<file path="src/rtl/hack_alu_pipe.sv">
// hack_alu_pipe: two-stage pipelined Hack ALU with valid/ready handshakes and a tag carried with each operation.
// Ports: i_Clk/i_Rst_n clock and async active-low reset; i_InValid/o_InReady input handshake;
//   i_Data1/i_Data2 x/y operands; i_Ctrl {zx,nx,zy,ny,f,no}; i_Tag operation tag;
//   o_OutValid/i_OutReady output handshake; o_Result, o_zr, o_ng, o_cy, o_ov, o_Tag result and flags.
// Macro HACK_ALU_FLAGS_EXT_EN enables the adder carry/overflow flags; otherwise o_cy/o_ov are tied to 0.
module hack_alu_pipe #(
  parameter int DATA_WIDTH = 16,
  parameter int TAG_WIDTH = 4
) (
  input  logic                  i_Clk,
  input  logic                  i_Rst_n,
  input  logic                  i_InValid,
  output logic                  o_InReady,
  input  logic [DATA_WIDTH-1:0] i_Data1,
  input  logic [DATA_WIDTH-1:0] i_Data2,
  input  logic [5:0]            i_Ctrl,
  input  logic [TAG_WIDTH-1:0]  i_Tag,
  output logic                  o_OutValid,
  input  logic                  i_OutReady,
  output logic [DATA_WIDTH-1:0] o_Result,
  output logic                  o_zr,
  output logic                  o_ng,
  output logic                  o_cy,
  output logic                  o_ov,
  output logic [TAG_WIDTH-1:0]  o_Tag
);
  logic s1_valid, s1_f, s1_no, s2_free, s1_adv, accept;
  logic [DATA_WIDTH-1:0] x_z, y_z, x_in, y_in, s1_x, s1_y, add, pre, res;
  logic [TAG_WIDTH-1:0] s1_tag;
  assign s2_free = !o_OutValid || i_OutReady;
  assign s1_adv = s1_valid && s2_free;
  assign o_InReady = !s1_valid || s2_free;
  assign accept = i_InValid && o_InReady;
  assign x_z = i_Ctrl[5] ? '0 : i_Data1;
  assign x_in = i_Ctrl[4] ? ~x_z : x_z;
  assign y_z = i_Ctrl[3] ? '0 : i_Data2;
  assign y_in = i_Ctrl[2] ? ~y_z : y_z;
  always_ff @(posedge i_Clk or negedge i_Rst_n) begin
    if (!i_Rst_n) begin
      s1_valid <= 1'b0;
      s1_x <= '0;
      s1_y <= '0;
      s1_f <= 1'b0;
      s1_no <= 1'b0;
      s1_tag <= '0;
    end else begin
      s1_valid <= accept || (s1_valid && !s1_adv);
      if (accept) begin
        s1_x <= x_in;
        s1_y <= y_in;
        s1_f <= i_Ctrl[1];
        s1_no <= i_Ctrl[0];
        s1_tag <= i_Tag;
      end
    end
  end
`ifdef HACK_ALU_FLAGS_EXT_EN
  logic [DATA_WIDTH:0] sum;
  assign sum = {1'b0, s1_x} + {1'b0, s1_y};
  assign add = sum[DATA_WIDTH-1:0];
  // Carry and overflow describe the raw adder, before the optional output inversion.
  always_ff @(posedge i_Clk or negedge i_Rst_n) begin
    if (!i_Rst_n) begin
      o_cy <= 1'b0;
      o_ov <= 1'b0;
    end else if (s1_adv) begin
      o_cy <= s1_f && sum[DATA_WIDTH];
      o_ov <= s1_f && (s1_x[DATA_WIDTH-1] == s1_y[DATA_WIDTH-1]) && (add[DATA_WIDTH-1] != s1_x[DATA_WIDTH-1]);
    end
  end
`else
  assign add = s1_x + s1_y;
  assign o_cy = 1'b0;
  assign o_ov = 1'b0;
`endif
  assign pre = s1_f ? add : (s1_x & s1_y);
  assign res = s1_no ? ~pre : pre;
  always_ff @(posedge i_Clk or negedge i_Rst_n) begin
    if (!i_Rst_n) begin
      o_OutValid <= 1'b0;
      o_Result <= '0;
      o_zr <= 1'b0;
      o_ng <= 1'b0;
      o_Tag <= '0;
    end else begin
      o_OutValid <= s1_adv || (o_OutValid && !i_OutReady);
      if (s1_adv) begin
        o_Result <= res;
        o_zr <= (res == '0);
        o_ng <= res[DATA_WIDTH-1];
        o_Tag <= s1_tag;
      end
    end
  end
endmodule

</file>
<file path="config.mk">
export PLATFORM = sky130hd
export DESIGN_NAME = hack_alu_pipe
export DESIGN_NICKNAME = d
export VERILOG_FILES = /design/src/rtl/hack_alu_pipe.sv
export SDC_FILE = /design/constraint.sdc
export NUM_CORES = 1
export LEC_CHECK = 0
export ABC_CLOCK_PERIOD_IN_PS = 3800
export CAP_MARGIN = 30
export CORE_ASPECT_RATIO = 0.8
export CORE_MARGIN = 3
export CORE_UTILIZATION = 40
export CTS_BUF_LIST = sky130_fd_sc_hd__clkbuf_8 sky130_fd_sc_hd__clkbuf_16
export DETAILED_ROUTE_END_ITERATION = 12
export GPL_ROUTABILITY_DRIVEN = 0
export PLACE_DENSITY = 0.65
export SLEW_MARGIN = 30
export SYNTH_ARGS = -nofsm -noshare
export SYNTH_HDL_FRONTEND = slang
export SYNTH_SLANG_ARGS = --single-unit
</file>
<file path="constraint.sdc">
create_clock -name i_Clk -period 3.8 [get_ports i_Clk]
set_clock_uncertainty 0.1 [all_clocks]
set_input_delay 0.76 -clock i_Clk [delete_from_list [all_inputs] [get_ports i_Clk]]
set_output_delay 0.76 -clock i_Clk [all_outputs]
set_load 0.05 [all_outputs]
</file>
* Word level (Yosys, flattened, before mapping) *
Cells that the tools add are included.

word-level totals
  bits in registers = 62
  output and inout port bits = 26
  word-level logic and storage cells = 35

cells by class
  add/subtract/negate cells = 1
  multiplexer cells = 6
  bitwise operators = 4
  reductions and logical operators = 13

operators by type and width
  cell                count
  two-way mux 16 bit  6
  inverter 16 bit     3
  adder 16 bit        1
  bitwise AND 16 bit  1
  logical NOT 16 bit  1
  logical AND 1 bit   4
  logical NOT 1 bit   4
  logical OR 1 bit    4

* Longest topological paths before layout *
Gate-level depths: netlist of run 1.

  word-level depth = 6
  depth in mapped cells = 10
  depth with buffers taken out = 10

* Worst setup path after synthesis of run 1 *
OpenSTA, ideal clock, no wires.

  path type = register to register
  start point = register s1_x[0]
  end point = register o_zr
  library setup time = 0.076 ns
  arrival time = 2.762 ns
  path slack = 0.862 ns
  cell stages (with the launch flop) = 11
  path buffers = 0
  cell sequence = dfrtp_1 -> ha_1 -> fa_1 -> a211oi_1 -> o21a_1 -> o31a_2 -> o41ai_2 -> a31o_2 -> xnor2_1 -> or4b_1 -> o21ai_1

on the way
  word-level cells in the longest chain between the ends = 5
  elaborated cells between the ends (all ways) = 6

RTL lines
  item                                                       RTL line  text
  from (decl)                                                28        logic [DATA_WIDTH-1:0] x_z, y_z, x_in, y_in, s1_x, s1_y, add, pre, res;
  from (signal assigned)                                     49        s1_x <= x_in;
  adder 16 bit / bitwise AND 16 bit (equally long branches)  72, 76
  two-way mux 16 bit (*)                                     76        assign pre = s1_f ? add : (s1_x & s1_y);
  inverter 16 bit                                            77        assign res = s1_no ? ~pre : pre;
  two-way mux 16 bit (*)                                     77
  logical NOT 16 bit (*)                                     89        o_zr <= (res == '0);
  to (signal assigned)                                       89
  to (decl)                                                  21        output logic o_zr,

Mark *: on every way between the ends. The rest lies on a longest branch, timed or not.
A chain may end at the register's enable or synchronous reset.

* Worst setup path in the final report of run 1 *
Ends and elaborated chain as after synthesis.

==> results.txt, run 1 <==
The total track usage is 15.3%. The share of the core filled with cells came out at 52.8%. The synthesized area came out at roughly 4100 um2. The post-detailed-route wirelength per cell came out at 13.3 um.

The overall power after layout came out at 0.00312 W. Counting flops with an async set or reset pin after synthesis yields a share of 100%. In this run the number of cells on the critical path is 10. Walking the worst path, the cells encountered are ha_1, fa_1, a211oi_1, nor3_1, nor3_1, and3_1, nor4bb_1, o211ai_1, or4_1, o21ai_1.

The quantity of hold-fixing buffers added after cts came out at 0. The site row count is 32. The main combinational cell family by area after synthesis is simple AND/OR/NAND/NOR gates.

The reported max-cap violation count is 0. The die covers 11600 um2. The parity-gate share of the synthesized area counting xor and xnor cells came out at roughly 10%. The min-delay analysis places its worst path in the category in2async.

The share of cell area taken by muxes after synthesis is 5.07%. The biggest cell delay along the critical path is 0.44 ns. The detailed-route DRC error count is 0.

The via count of the first global-routing pass came out at around 3000. The post-place instance area is 4920 um2. Cell internal power was estimated by the tool at 0.00186 W. The sequential element share of the synthesized area is 36.8%. The critical path in this run is classified as reg2reg.

The critical path launch point is s1_x[0]. The level count of the clock H-tree came out at 3. The number of standard cells after synthesis is 461. In this run, synthesis produced a sequential element count of roughly 60. The startpoint identified for the worst register-to-register timing path is s1_x[0]. The top cell type by area accounts for 36.8% of the synthesized area. In the post-synthesis netlist, the biggest area contributors are dfrtp_1, xnor2_1, o21ai_0. Yosys mapped a number of flops with a built-in enable equal to 0. TritonCTS built the clock tree. The post-cts repair resize count is 0.

The clock net in this run drives a total of 61 sinks. Data arrives at the worst endpoint at 3.38 ns. The number of optimization iterations in the first detailed-route pass came out at 4. The via-per-instance ratio came out at around 5.2. In this run the worst setup path terminates at o_zr. In this run the power density over the cells is 601 nW/um2.

For this run, the number of Yosys warnings is 0. The count of pins over their slew limit is 0. Of the total power, the share spent switching nets is 40.3%. In the finished design, the share of the clock period the worst path needs comes to 85.4%.

The run finished with clean final reports. The number of distinct standard cells referenced by the synthesized netlist came out at 58. The count of input and output buffers came out at 69. The net switching power came out at 0.00126 W. IR analysis of the VDD net gives a maximum drop of 236 uV. The leakage dissipation is ~2.1 nW. The flip-flop and latch area came out at 1530 um2. Per report_power, the combinational group accounts for 47.5% of the total. The maximum clock path buffer count came out at 2. The cell occurring most often along the worst timing path is nor3_1. The clock transition at the registers of the reported paths came out at roughly 0.050 ns. The global-route congestion overflow total is 0. The CTS buffer count came out at 9. The post-route standard cell area excluding fillers came out at 5200 um2. The fraction of the mapped netlist area in simple logic gates is 23.4%. The highest attainable clock frequency came out at 308 MHz. The violation count after the first detailed-route iteration is 130. The number of setup violations in the final report came out at 0.

The required time at the endpoint of the critical path came out at 3.94 ns. The floorplan die height came out at 97.1 um. The maximum number of pins on one net before global-route repair is 47. The routed design has 8.75 mm of wire. The total negative slack is 0 ns. The worst pin sits at a relative slew slack of 40.9%. The slowest stage of the critical path belongs to the cell fa_1. The count of filler cells inserted in the layout came out at 961. The number of setup buffers added after CTS came out at 0. Subtracting the final worst setup slack from the clock period gives 3.25 ns. The number of antenna violations at the first check in global routing is 0.

Setup repair after global routing left no endpoint under its margin. The vias after detailed routing is 3391. The share of total power dissipated in sequential elements is 28.9%. The share of total power in the clock network came out at 23.6%. STA classifies the critical path startpoint as a register. The clock insertion delay at the later pin of the skew report is 0.32 ns. The effective utilization at floorplan came out at 42.1%. Averaged over all synthesized cells, the footprint is around 9 um2.

The largest total area in the synthesized netlist belongs to dfrtp_1. The die width is 120 um. The standard cell core area is around 9800 um2. The final count of hold timing violations came out at 0. STA classifies the critical path endpoint as a register.

Setup slack on the worst reg-to-reg path comes out at 0.55 ns. The count of nets left with antenna violations after detail routing came out at 0. On the critical path the largest part of the delay comes from simple AND/OR/NAND/NOR gates. The first global-routing pass estimated 14.9 mm of wire. The post-DP HPWL is 6.66 mm.

The number of cell instances on the worst register-to-register path is 10. For this design the top-level I/O count stands at slightly above 70. Of all nets on the critical path, the largest fanout is 5.

In this run the critical register-to-register path is captured at o_zr. The post-synthesis adder-cell area fraction is 5.31%. The fraction of final layout cells sized beyond drive strength 1 came out at 9.20%.

From synthesis to final layout, the design area changed by 25.3%. The net total in the final layout is 580. The number of buffer and inverter stages on the critical path is 0.

The synthesized-area fraction occupied by ao, oa, aoi and oai cells is roughly 16%. 0 antenna diodes ended up in the layout. After synthesis, the most frequently instantiated cells are dfrtp_1, nand2_1, o21ai_0. The root buffer cell is clkbuf_16. The transition time at the pin with the least slew margin came out at roughly 0.9 ns. The total area of multi-input combinational cells came out at 2480 um2. In the synthesized netlist the dominant register cell turns out to be dfrtp_1.
==> per-stage QoR <==
| step | instances | worst slack [ns] | hold slack, ns |
|---|---|---|---|
| after floorplan | 462 | 0.862 | 0.354 |
| after global placement | 642 | 0.681 | 0.361 |
| after detailed placement | 642 | 0.545 | 0.371 |
| after CTS | 658 | 0.543 | 0.365 |
| after global routing | 658 | 0.270 | 0.388 |
| final | 658 | 0.554 | 0.354 |
==> placed cells by master, fill, tap and decap left out, types with 4 or more instances in the layout <==
cell type and count:
a21o_1 4, a21oi_1 9, a31oi_1 4, and3_1 5, buf_4 7, clkbuf_16 9
clkdlybuf4s50_1 68, dfrtp_1 61, ha_1 16, inv_1 4, mux2_2 16, nand2_1 60
nand2b_1 8, nand3_1 9, nand3b_1 5, nor2_1 12, nor2b_1 38, nor3_1 12
nor4b_1 4, o211ai_1 5, o21a_1 4, o21ai_0 51, or3_1 6, xnor2_1 39
xor2_1 9
==> per-layer routing <==
layer	GRT usage, %	wire, um	up-vias
met5	0	0	-
met4	3.17	31	0
met3	3.90	529	2
met2	21.5	3540	91
met1	23.7	4650	1563
li1	-	-	1735
==> worst min path at each step <==
stage	slack, ns	to	start
3_5_place_dp	0.37	o_Result[5]	o_Result[5]
3_3_place_gp	0.36	o_Result[1]	o_Result[1]
4_1_cts	0.36	s1_tag[0]	i_Rst_n
2_1_floorplan	0.35	s1_y[0]	s1_y[0]
5_1_grt	0.39	s1_tag[0]	i_Rst_n
6_report	0.35	o_Result[13]	i_Rst_n
==> state kept, by name, indices dropped and copies added (netlist names), 4 cells and up <==
register  count
o_Tag         4
s1_x         16
s1_y         16
s1_tag        4
o_Result     16
==> power by group through the flow <==
stage / clock, W / sequential (W) / combinational, W
after floorplan: 0 / 0.00121 / 0.000759
after global placement: 0 / 0.000907 / 0.00146
after detailed placement: 0 / 0.000915 / 0.00148
after CTS: 0.000754 / 0.000905 / 0.00149
after global routing: 0.000783 / 0.000926 / 0.00162
final: 0.000737 / 0.000901 / 0.00148
==> final cells by class <==
type                       count  share of cell area (%)
clock buffer                  11                    4.86
clock inverter                 5                   0.506
inverter                       3                   0.217
multi-input combinational    367                    47.7
sequential                    61                    29.4
tap                          136                    3.27
timing repair buffer          75                    14.1
==> logic make-up (layout without fill, tap and decap cells) <==
logic type | count (synthesis) | after routing
other cells | 1 | 2
xor+xnor | 48 | 48
simple gates | 179 | 179
flops | 61 | 61
mux | 19 | 19
buf+inv | 34 | 94
fa+ha+maj | 17 | 17
compound gates | 102 | 102
Power figures use the tool's default switching activity.
==> inputs of run 2 (changes only) <==
--- a/config.mk
+++ b/config.mk
@@ -11,9 +11,11 @@
 export CORE_MARGIN = 3
 export CORE_UTILIZATION = 40
 export CTS_BUF_LIST = sky130_fd_sc_hd__clkbuf_8 sky130_fd_sc_hd__clkbuf_16
+export CTS_CLUSTER_SIZE = 8
 export DETAILED_ROUTE_END_ITERATION = 12
 export GPL_ROUTABILITY_DRIVEN = 0
 export PLACE_DENSITY = 0.65
+export RECOVER_POWER = 50
 export SLEW_MARGIN = 30
 export SYNTH_ARGS = -nofsm -noshare
 export SYNTH_HDL_FRONTEND = slang
==> run 2 against run 1 <==
  * Critical path depth stayed put
  * First-iteration DRC count is 1.5% lower
  * Critical endpoint unchanged
  * Total power hardly changed
  * Non-clock buffer count unchanged
  * Register-to-register slack is essentially flat
  * The run now ends with max-capacitance violations, max-slew violations left
  * Setup slack better by 0.0013 ns
==> results.txt, run 2 (synthesis gave the netlist of run 1 again) <==
The final count of hold timing violations is 0 (unchanged). The via count of the first global-routing pass is 3015 (unchanged). The post-detailed-route wirelength per cell came out at 13.3 um (about the same). The post-route standard cell area excluding fillers came to 5180 um2 (-0.26%). The class of the most critical setup path is reg2reg. The largest vdd supply drop came out at 236 uV (about the same).

The number of optimization iterations in the first detailed-route pass is 4 (unchanged). The post-detailed-routing wire length was 8.76 mm (about the same). The required time at the endpoint of the critical path is 3.94 ns (about the same). The biggest cell delay along the critical path is 0.45 ns (about the same). The CTS buffer count came out at 9 (unchanged).

The power density over cell area came to 602 nW/um2 (+0.23%). The count of pins over their slew limit is 47 (+47). The cell occurring most often along the worst timing path is nor3_1. The number of setup buffers added after CTS is 0 (unchanged). The standard cell core area was 9850 um2 (unchanged). The total negative slack is 0 ns (unchanged).

The data arrival time of the critical path is 3.38 ns (about the same). The run finished, with violations left. The post-place instance area is 4920 um2 (unchanged).

The number of clock sinks came out at 61 (unchanged). The type of the most critical hold path is reg2reg. The count of input and output buffers came out at 69 (unchanged). The type of destination of the critical path is a register. The level count of the clock H-tree is 3 (unchanged). Traced cell by cell, the critical path runs through ha_1, fa_1, a211oi_1, nor3_1, nor3_1, and3_1, nor4bb_1, o211ai_1, or4_1, o21ai_1.

The final reports fail on max-capacitance violations, max-slew violations. The wire length of the first global-routing pass came out at 14.9 mm (unchanged). The vias after detailed routing is 3374 (-0.50%).

Setup repair after global routing left no endpoint under its margin. The global-route congestion overflow total came out at 0 (unchanged). The highest attainable clock frequency is 308 MHz (about the same).

The maximum number of pins on one net before global-route repair came to 47 (unchanged). The net total in the final layout is 580 (unchanged). The leakage dissipation was 2.08 nW (-0.51%). The floorplan die area came out at 11600 um2 (unchanged). The count of nets left with antenna violations after detail routing was 0 (unchanged). The transition time at the pin with the least slew margin is 2.46 ns (+1.58 ns).

The number of placed I/O pins came out at 72 (unchanged). The violation count after the first detailed-route iteration came out at 128 (-1.5%). The site row count is 32 (unchanged). The fraction of the cycle the final worst path needs was 85.4% (about the same). The reported max-cap violation count came to 1 (+1). The normalized max-slew margin is -64.1% (-110 points).

The post-DP HPWL came out at 6.66 mm (unchanged). The number of antenna violations at the first check in global routing came out at 0 (unchanged). The detailed-route DRC error count came out at 0 (unchanged).

The quantity of hold-fixing buffers added after cts came out at 0 (unchanged). The overall power after layout came out at 0.00312 W (about the same). STA classifies the critical path startpoint as a register.

The library cell contributing the largest single delay on the critical path is fa_1. The floorplan die height is 97.1 um (unchanged). The number of setup violations in the final report came out at 0 (unchanged). The total track usage came out at 15.3% (unchanged). The TritonCTS clock tree is yes. The signed area change from the synthesized netlist to the final layout came out at 25.0%.

The post-route minimum period came out at 3.24 ns (-0.00135 ns). The antenna diode count was 0 (unchanged). In the layout the commonest cells are clkdlybuf4s50_1, nand2_1, dfrtp_1, o21ai_0, xnor2_1. The maximum clock path buffer count was 2 (unchanged). Leaving out fill and tap cells, the most frequent cell in the layout is clkdlybuf4s50_1. The clock insertion delay at the later pin of the skew report is 0.32 ns (about the same). The maximum net fanout on the critical path was 5 (unchanged).

The via-per-instance ratio came to 5.13 (-0.50%). The post-cts repair resize count is 0 (unchanged). The clock transition at the registers of the reported paths came to 0.05 ns (about the same). The effective utilization at floorplan was 42.1% (unchanged). In the final layout, the registers with the most flip-flops are o_Result x16, s1_x x16, s1_y x16. The root buffer cell is clkbuf_16. The fraction of final layout cells sized beyond drive strength 1 is 8.43% (-0.77 points). The die width came out at 120 um (unchanged).
run 2: routing by layer:
metal | routed length, um | track usage (%) | vias to the layer above | share of wire [%]
li1 | - | - | 1736 | -
met1 | 4670 | 23.7 | 1548 | 53
met2 | 3530 | 21.5 | 88 | 40
met3 | 529 | 3.90 | 2 | 6.0
met4 | 29 | 3.17 | 0 | 0.33
met5 | 0 | 0 | - | 0
run 2: cell type report:
class,instances,area (um2)
Fill cell,963,4670
Clock buffer,11,253
Multi-Input combinational cell,367,2470
Clock inverter,5,26.3
Tap cell,136,170
Inverter,3,11.3
Sequential cell,61,1530
Timing Repair Buffer,75,722
run 2: per-stage QoR:
stage          hold slack [ns]  worst slack, ns  utilization, %  instances
3_5_place_dp             0.371            0.545            49.9        642
3_3_place_gp             0.361            0.681            49.9        642
6_report                 0.370            0.555            52.6        658
5_1_grt                  0.407            0.270            52.6        658
2_1_floorplan            0.354            0.862               -        462
4_1_cts                  0.365            0.543            52.8        658
run 2: worst paths after layout:
check	from	end	slack, ns	cells past startpoint
setup / recovery	s1_x[0]	o_zr	0.56	10
hold / removal	o_Result[5]	o_Result[5]	0.37	2
setup reg to reg	s1_x[0]	o_zr	0.56	10
hold reg to reg	o_Result[5]	o_Result[5]	0.37	2
max in group asynchronous	i_Rst_n	s1_x[6]	0.84	2
min in group asynchronous	i_Rst_n	o_Result[13]	1.11	1
run 2: worst max-delay path, delay by kind of cell (launching register included):
kind / cells / cell delay, ns
and+or+nand+nor: 5 / 1.30
DFF: 1 / 0.39
adders and majority gates: 2 / 0.71
AOI/OAI and AO/OA: 3 / 0.68
run 2: power breakdown:
part	switching, W	internal (W)	leakage [nW]	total, W
clock network	0.000267	0.000470	0.142	0.000737
logic	0.000896	0.000586	1.20	0.00148
registers	0.0000937	0.000808	0.738	0.000902
total	0.00126	0.00186	2.08	0.00312
